$ cat config.mk
export PLATFORM = sky130hd
export DESIGN_NAME = yarp_lsu
export DESIGN_NICKNAME = d
export VERILOG_FILES = /design/src/rtl/yarp_lsu.sv
export SDC_FILE = /design/constraint.sdc
export NUM_CORES = 1
export LEC_CHECK = 0
export ABC_AREA = 1
export BUFFER_PORTS_ARGS = -buffer_cell sky130_fd_sc_hd__clkbuf_2
export CAP_MARGIN = 10
export CORE_MARGIN = 8
export CORE_UTILIZATION = 55
export DETAILED_ROUTE_END_ITERATION = 7
export GPL_ROUTABILITY_DRIVEN = 0
export GPL_TIMING_DRIVEN = 0
export PLACE_DENSITY = 0.87
export SLEW_MARGIN = 20
export SYNTH_ARGS = -nofsm -noshare
export SYNTH_HDL_FRONTEND = slang
export SYNTH_SLANG_ARGS = --single-unit
$ cat constraint.sdc
create_clock -name clk -period 6.44 [get_ports clk]
set_clock_uncertainty 0.05 [all_clocks]
set_input_delay 1.61 -clock clk [delete_from_list [all_inputs] [get_ports clk]]
set_output_delay 1.61 -clock clk [all_outputs]
set_load 0.03 [all_outputs]
$ cat src/rtl/yarp_lsu.sv
// yarp_lsu: load/store unit driving a req/gnt/rvalid data-memory handshake
module yarp_lsu #(
    parameter int RSP_TIMEOUT = 255
) (
    input  logic        clk,
    input  logic        reset,
    input  logic        lsu_req_i,
    input  logic        lsu_wr_i,
    input  logic [1:0]  lsu_size_i,
    input  logic        lsu_zero_extnd_i,
    input  logic [31:0] lsu_addr_i,
    input  logic [31:0] lsu_wdata_i,
    output logic        lsu_stall_o,
    output logic        lsu_done_o,
    output logic        lsu_err_o,
    output logic        lsu_misalign_o,
    output logic [31:0] lsu_rdata_o,
    output logic        mem_req_o,
    output logic        mem_we_o,
    output logic [31:0] mem_addr_o,
    output logic [3:0]  mem_be_o,
    output logic [31:0] mem_wdata_o,
    input  logic        mem_gnt_i,
    input  logic        mem_rvalid_i,
    input  logic [31:0] mem_rdata_i
);
    typedef enum logic [1:0] {IDLE, REQ, WAIT, DONE} state_t;
    state_t      state;
    logic [1:0]  size_q;
    logic        zext_q;
    logic [1:0]  a_q;
    logic [9:0]  cnt;
    logic        misaligned;
    logic        accept;
    logic        timeout;
    logic [3:0]  be_n;
    logic [31:0] wdata_n;
    logic [7:0]  byte_sel;
    logic [15:0] half_sel;
    logic [31:0] load_ext;
    // request decode: alignment, lane enables and replicated store data
    always_comb begin
        misaligned = (lsu_size_i == 2'b01 && lsu_addr_i[0]) || (lsu_size_i[1] && lsu_addr_i[1:0] != 2'b00);
        accept = state == IDLE && lsu_req_i && !misaligned;
        lsu_misalign_o = state == IDLE && lsu_req_i && misaligned;
        lsu_stall_o = accept || state == REQ || state == WAIT;
        timeout = cnt == 10'(RSP_TIMEOUT - 1);
        be_n = lsu_size_i == 2'b00 ? 4'b0001 << lsu_addr_i[1:0] :
               lsu_size_i == 2'b01 ? 4'b0011 << {lsu_addr_i[1], 1'b0} : 4'hF;
        wdata_n = lsu_size_i == 2'b00 ? {4{lsu_wdata_i[7:0]}} :
                  lsu_size_i == 2'b01 ? {2{lsu_wdata_i[15:0]}} : lsu_wdata_i;
    end
    // load lane extraction and sign/zero extension from the latched request
    always_comb begin
        byte_sel = mem_rdata_i[8*a_q +: 8];
        half_sel = a_q[1] ? mem_rdata_i[31:16] : mem_rdata_i[15:0];
        load_ext = size_q == 2'b00 ? {{24{!zext_q && byte_sel[7]}}, byte_sel} :
                   size_q == 2'b01 ? {{16{!zext_q && half_sel[15]}}, half_sel} : mem_rdata_i;
    end
    // handshake FSM with registered bus and completion outputs
    always_ff @(posedge clk or posedge reset) begin
        if (reset) begin
            state       <= IDLE;
            size_q      <= 2'b00;
            zext_q      <= 1'b0;
            a_q         <= 2'b00;
            cnt         <= 10'd0;
            lsu_done_o  <= 1'b0;
            lsu_err_o   <= 1'b0;
            lsu_rdata_o <= 32'd0;
            mem_req_o   <= 1'b0;
            mem_we_o    <= 1'b0;
            mem_addr_o  <= 32'd0;
            mem_be_o    <= 4'd0;
            mem_wdata_o <= 32'd0;
        end else begin
            lsu_done_o <= 1'b0;
            lsu_err_o  <= 1'b0;
            case (state)
                IDLE: if (accept) begin
                    state       <= REQ;
                    mem_req_o   <= 1'b1;
                    mem_we_o    <= lsu_wr_i;
                    mem_addr_o  <= {lsu_addr_i[31:2], 2'b00};
                    mem_be_o    <= be_n;
                    mem_wdata_o <= wdata_n;
                    size_q      <= lsu_size_i;
                    zext_q      <= lsu_zero_extnd_i;
                    a_q         <= lsu_addr_i[1:0];
                    cnt         <= 10'd0;
                end
                REQ: begin
                    cnt <= cnt + 10'd1;
                    if (mem_gnt_i) begin
                        state     <= WAIT;
                        mem_req_o <= 1'b0;
                    end else if (timeout) begin
                        state       <= DONE;
                        mem_req_o   <= 1'b0;
                        lsu_done_o  <= 1'b1;
                        lsu_err_o   <= 1'b1;
                        lsu_rdata_o <= 32'd0;
                    end
                end
                WAIT: begin
                    cnt <= cnt + 10'd1;
                    if (mem_rvalid_i) begin
                        state      <= DONE;
                        lsu_done_o <= 1'b1;
                        if (!mem_we_o) lsu_rdata_o <= load_ext;
                    end else if (timeout) begin
                        state       <= DONE;
                        lsu_done_o  <= 1'b1;
                        lsu_err_o   <= 1'b1;
                        lsu_rdata_o <= 32'd0;
                    end
                end
                default: state <= IDLE;
            endcase
        end
    end
endmodule

==> metrics.md <==
| Metric | Value |
|---|---|
| RSZ-0062 raised after global routing | no |
| Die X | around 120 um |
| CP Max Fanout | 10 |
| First-pass DRT Iterations | 7 |
| DRC violations left | 0 |
| Wirelength per Cell | 15.9 um |
| Setup TNS | 0 ns |
| Normalized max-slew margin | around three fifths |
| Cell row count | 38 |
| Synth area leader | dfrtp_1 |
| Dominant cells by area after synthesis | dfrtp_1 48%, nand2_1 26%, nand3_1 5.7% |
| Syn Std Cell Area | slightly above 0.006 mm^2 |
| Tmin final | around 4.6 ns |
| CP Launch Point | lsu_addr_i[1] |
| Worst vdd ir | roughly 0.38 mV |
| Hold_sp | lsu_rdata_o[1]$_DFFE_PP0P_ |
| Pin count of the biggest net entering global routing | between 60 and 70 |
| Outcome | finished, final reports clean |
| MaxCap Viol Count | 0 |
| Final Slew Violations | 0 |
| Die footprint | about 0.015 mm^2 |
| Area Growth Syn to Fin | 29.9% |
| H-tree levels | 4 |
| Crit path required time | roughly 4.8 ns |
| Postcts setup bufs | 0 |
| I/O Buffers | between 200 and 250 |
| Worst EP arrival | ~2.9 ns |
| Die H | between 100 and 150 um |
| Ys async rst share | between 90% and 100% |
| Most common cell after layout, fill and taps aside | nand2_1 |
| WS Path Type | input pin to primary output |
| Initial antenna violation count | 0 |
| Ports | about 210 |
| Initial Util | around 56% |
| Hold_buf cts | 0 |
| Post-Synthesis Cells | roughly 850 |
| Total Wirelength | 19,500 um |
| Core area | between 0.01 and 0.015 mm^2 |
| Synth unique cells | 27 |
| Layout cell share with drive strength beyond 1 | between 20% and 30% |
| DRT iter0 DRCs | slightly below 700 |
| Yosys top cell area share | ~48% |
| PwrDens | about 530 mW/mm^2 |
| Routed Antenna Nets | 0 |
| Final worst-path cycle share | between 70 and 80% |
| Latest clock arrival within the worst-skew pair | 0.52 ns |
| CP endpoint kind | primary output |
| CTS Buffer Depth | 2 |
| Commonest cells after routing, fill and taps aside | 429 x nand2_1, 207 x clkbuf_2, 119 x dfrtp_1 |
| Lkg Pwr | 4.67 nW |
| Fin. Hold Viols | 0 |
| Synth Register Bits | between 100 and 150 |
| HPWL Detailed | 14,700 um |
| CTS-repair resized insts | 0 |
| RR Startpoint | state[1]$_DFFE_PP0P_ |
| Hold Path Class | flip-flop to flip-flop |
| Vias/cell | between 5 and 6 |
| Most common flop cell mapped by yosys | dfrtp_1 |
| Clk sink count | approximately 120 |
| Critical path startpoint category | input pin |
| N_diodes | 0 |
| Final Util | 73.4% |
| GRT Residual Overflow | 0 |
| TritonCTS Buffers | 17 |
| Via Count | about 6,600 |
| Tot GR Track Use | 26.8% |
| Worst-Margin Slew | between 0.6 and 0.7 ns |
| Synth Warn # | 0 |
| Mean post-synth cell area | approximately 7.2 um^2 |
| Vias in the first global route | roughly 6,400 |
| CTS root buf | clkbuf_8 |
| Global-route wire length before repair | 31,600 um |
| Setup-failing EPs final | 0 |
| Fmax | roughly 220 MHz |
| CTS clk-pin slew, worst paths | roughly 0.06 ns |
| Nets | about 1,200 |
| Number of synthesized flops with an enable pin | 0 |
| Sequential area share after synthesis | between 40% and 50% |
| CTS tree | yes |
cells in the mapped netlist, drive strengths merged (7+ instances only):
| library cell | number |
|---|---|
| a21oi | 9 |
| clkbuf | 9 |
| buf | 34 |
| nand4 | 9 |
| nand2 | 433 |
| inv | 65 |
| nand3 | 72 |
| o211ai | 7 |
| dfrtp | 119 |
| a31oi | 10 |
| o21ai | 36 |
| ha | 7 |
| nor2 | 35 |
cells by family after synthesis:
kind of cell / count (synthesis) / synth area share [%]
other: 1 / 0.0610
buffers and inverters: 108 / 7.88
AND/OR/NAND/NOR: 549 / 36.1
AO/OA/AOI/OAI: 65 / 6.09
flip-flops: 119 / 48.4
adder cells (fa/ha/maj): 7 / 1.42
metal layers:
layer	routed length (um)	GRT usage [%]	vias to the layer above
li1	-	-	3102
met1	7680	32.8	3030
met2	9230	43.2	375
met3	2170	9.02	48
met4	446	9.79	0
met5	0	0	-
path summary, 6_finish.rpt:
kind | slack, ns | cells after the start | end
worst max-delay path | 1.89 | 9 | lsu_stall_o
worst min-delay path | 0.43 | 2 | lsu_rdata_o[1]$_DFFE_PP0P_
worst max register to register | 4.39 | 9 | lsu_rdata_o[5]$_DFFE_PP0P_
worst min register to register | 0.43 | 2 | lsu_rdata_o[1]$_DFFE_PP0P_
max in group asynchronous | 4.57 | 3 | a_q[0]$_DFFE_PP0P_
min in group asynchronous | 1.11 | 2 | lsu_rdata_o[24]$_DFFE_PP0P_
per-stage QoR:
| step | std cells | instance area [um^2] | worst slack [ns] | hold slack [ns] | total power [mW] |
|---|---|---|---|---|---|
| 6_report | 1230 | 7990 | 1.89 | 0.429 | 4.27 |
| 5_1_grt | 1230 | 7990 | 1.79 | 0.446 | 4.55 |
| 2_1_floorplan | 850 | 6150 | 1.62 | 0.443 | 2.68 |
| 3_5_place_dp | 1198 | 7390 | 1.91 | 0.414 | 3.31 |
| 3_3_place_gp | 1197 | 7360 | 0.356 | 0.411 | 3.25 |
| 4_1_cts | 1230 | 7990 | 1.89 | 0.431 | 4.27 |
power by group:
part | switching, mW | leakage, nW | internal [mW] | total, mW
clock network | 0.361 | 0.282 | 0.592 | 0.953
registers | 0.198 | 1.49 | 1.07 | 1.27
logic | 1.46 | 2.90 | 0.588 | 2.05
registers in the layout, summed over array words and instances (netlist names):
signal       count
cnt             10
lsu_err_o        1
mem_we_o         1
state            2
mem_be_o         4
mem_addr_o      30
size_q           2
lsu_rdata_o     32
mem_req_o        1
lsu_done_o       1
a_q              2
mem_wdata_o     32
zext_q           1
area by class of cell:
class                   instances  area, um^2
repair buffers                208        1060
clock inverters                14         175
clock buffers                  18         418
fillers                       859        2900
multi-input cells             623        2690
well taps                     140         175
inverters                      65         249
flip-flops and latches        119        2980
plain buffers                  43         240
worst max-delay path: stages:
cell and delay, ns:
clkbuf_2 0.12, inv_1 0.10, nand2_2 0.13, nand2_1 0.10, nand2_2 0.13, buf_4 0.20
buf_2 0.22, nand3_1 0.09, clkbuf_2 0.20
Note: power is estimated with default switching activity, not from simulation.
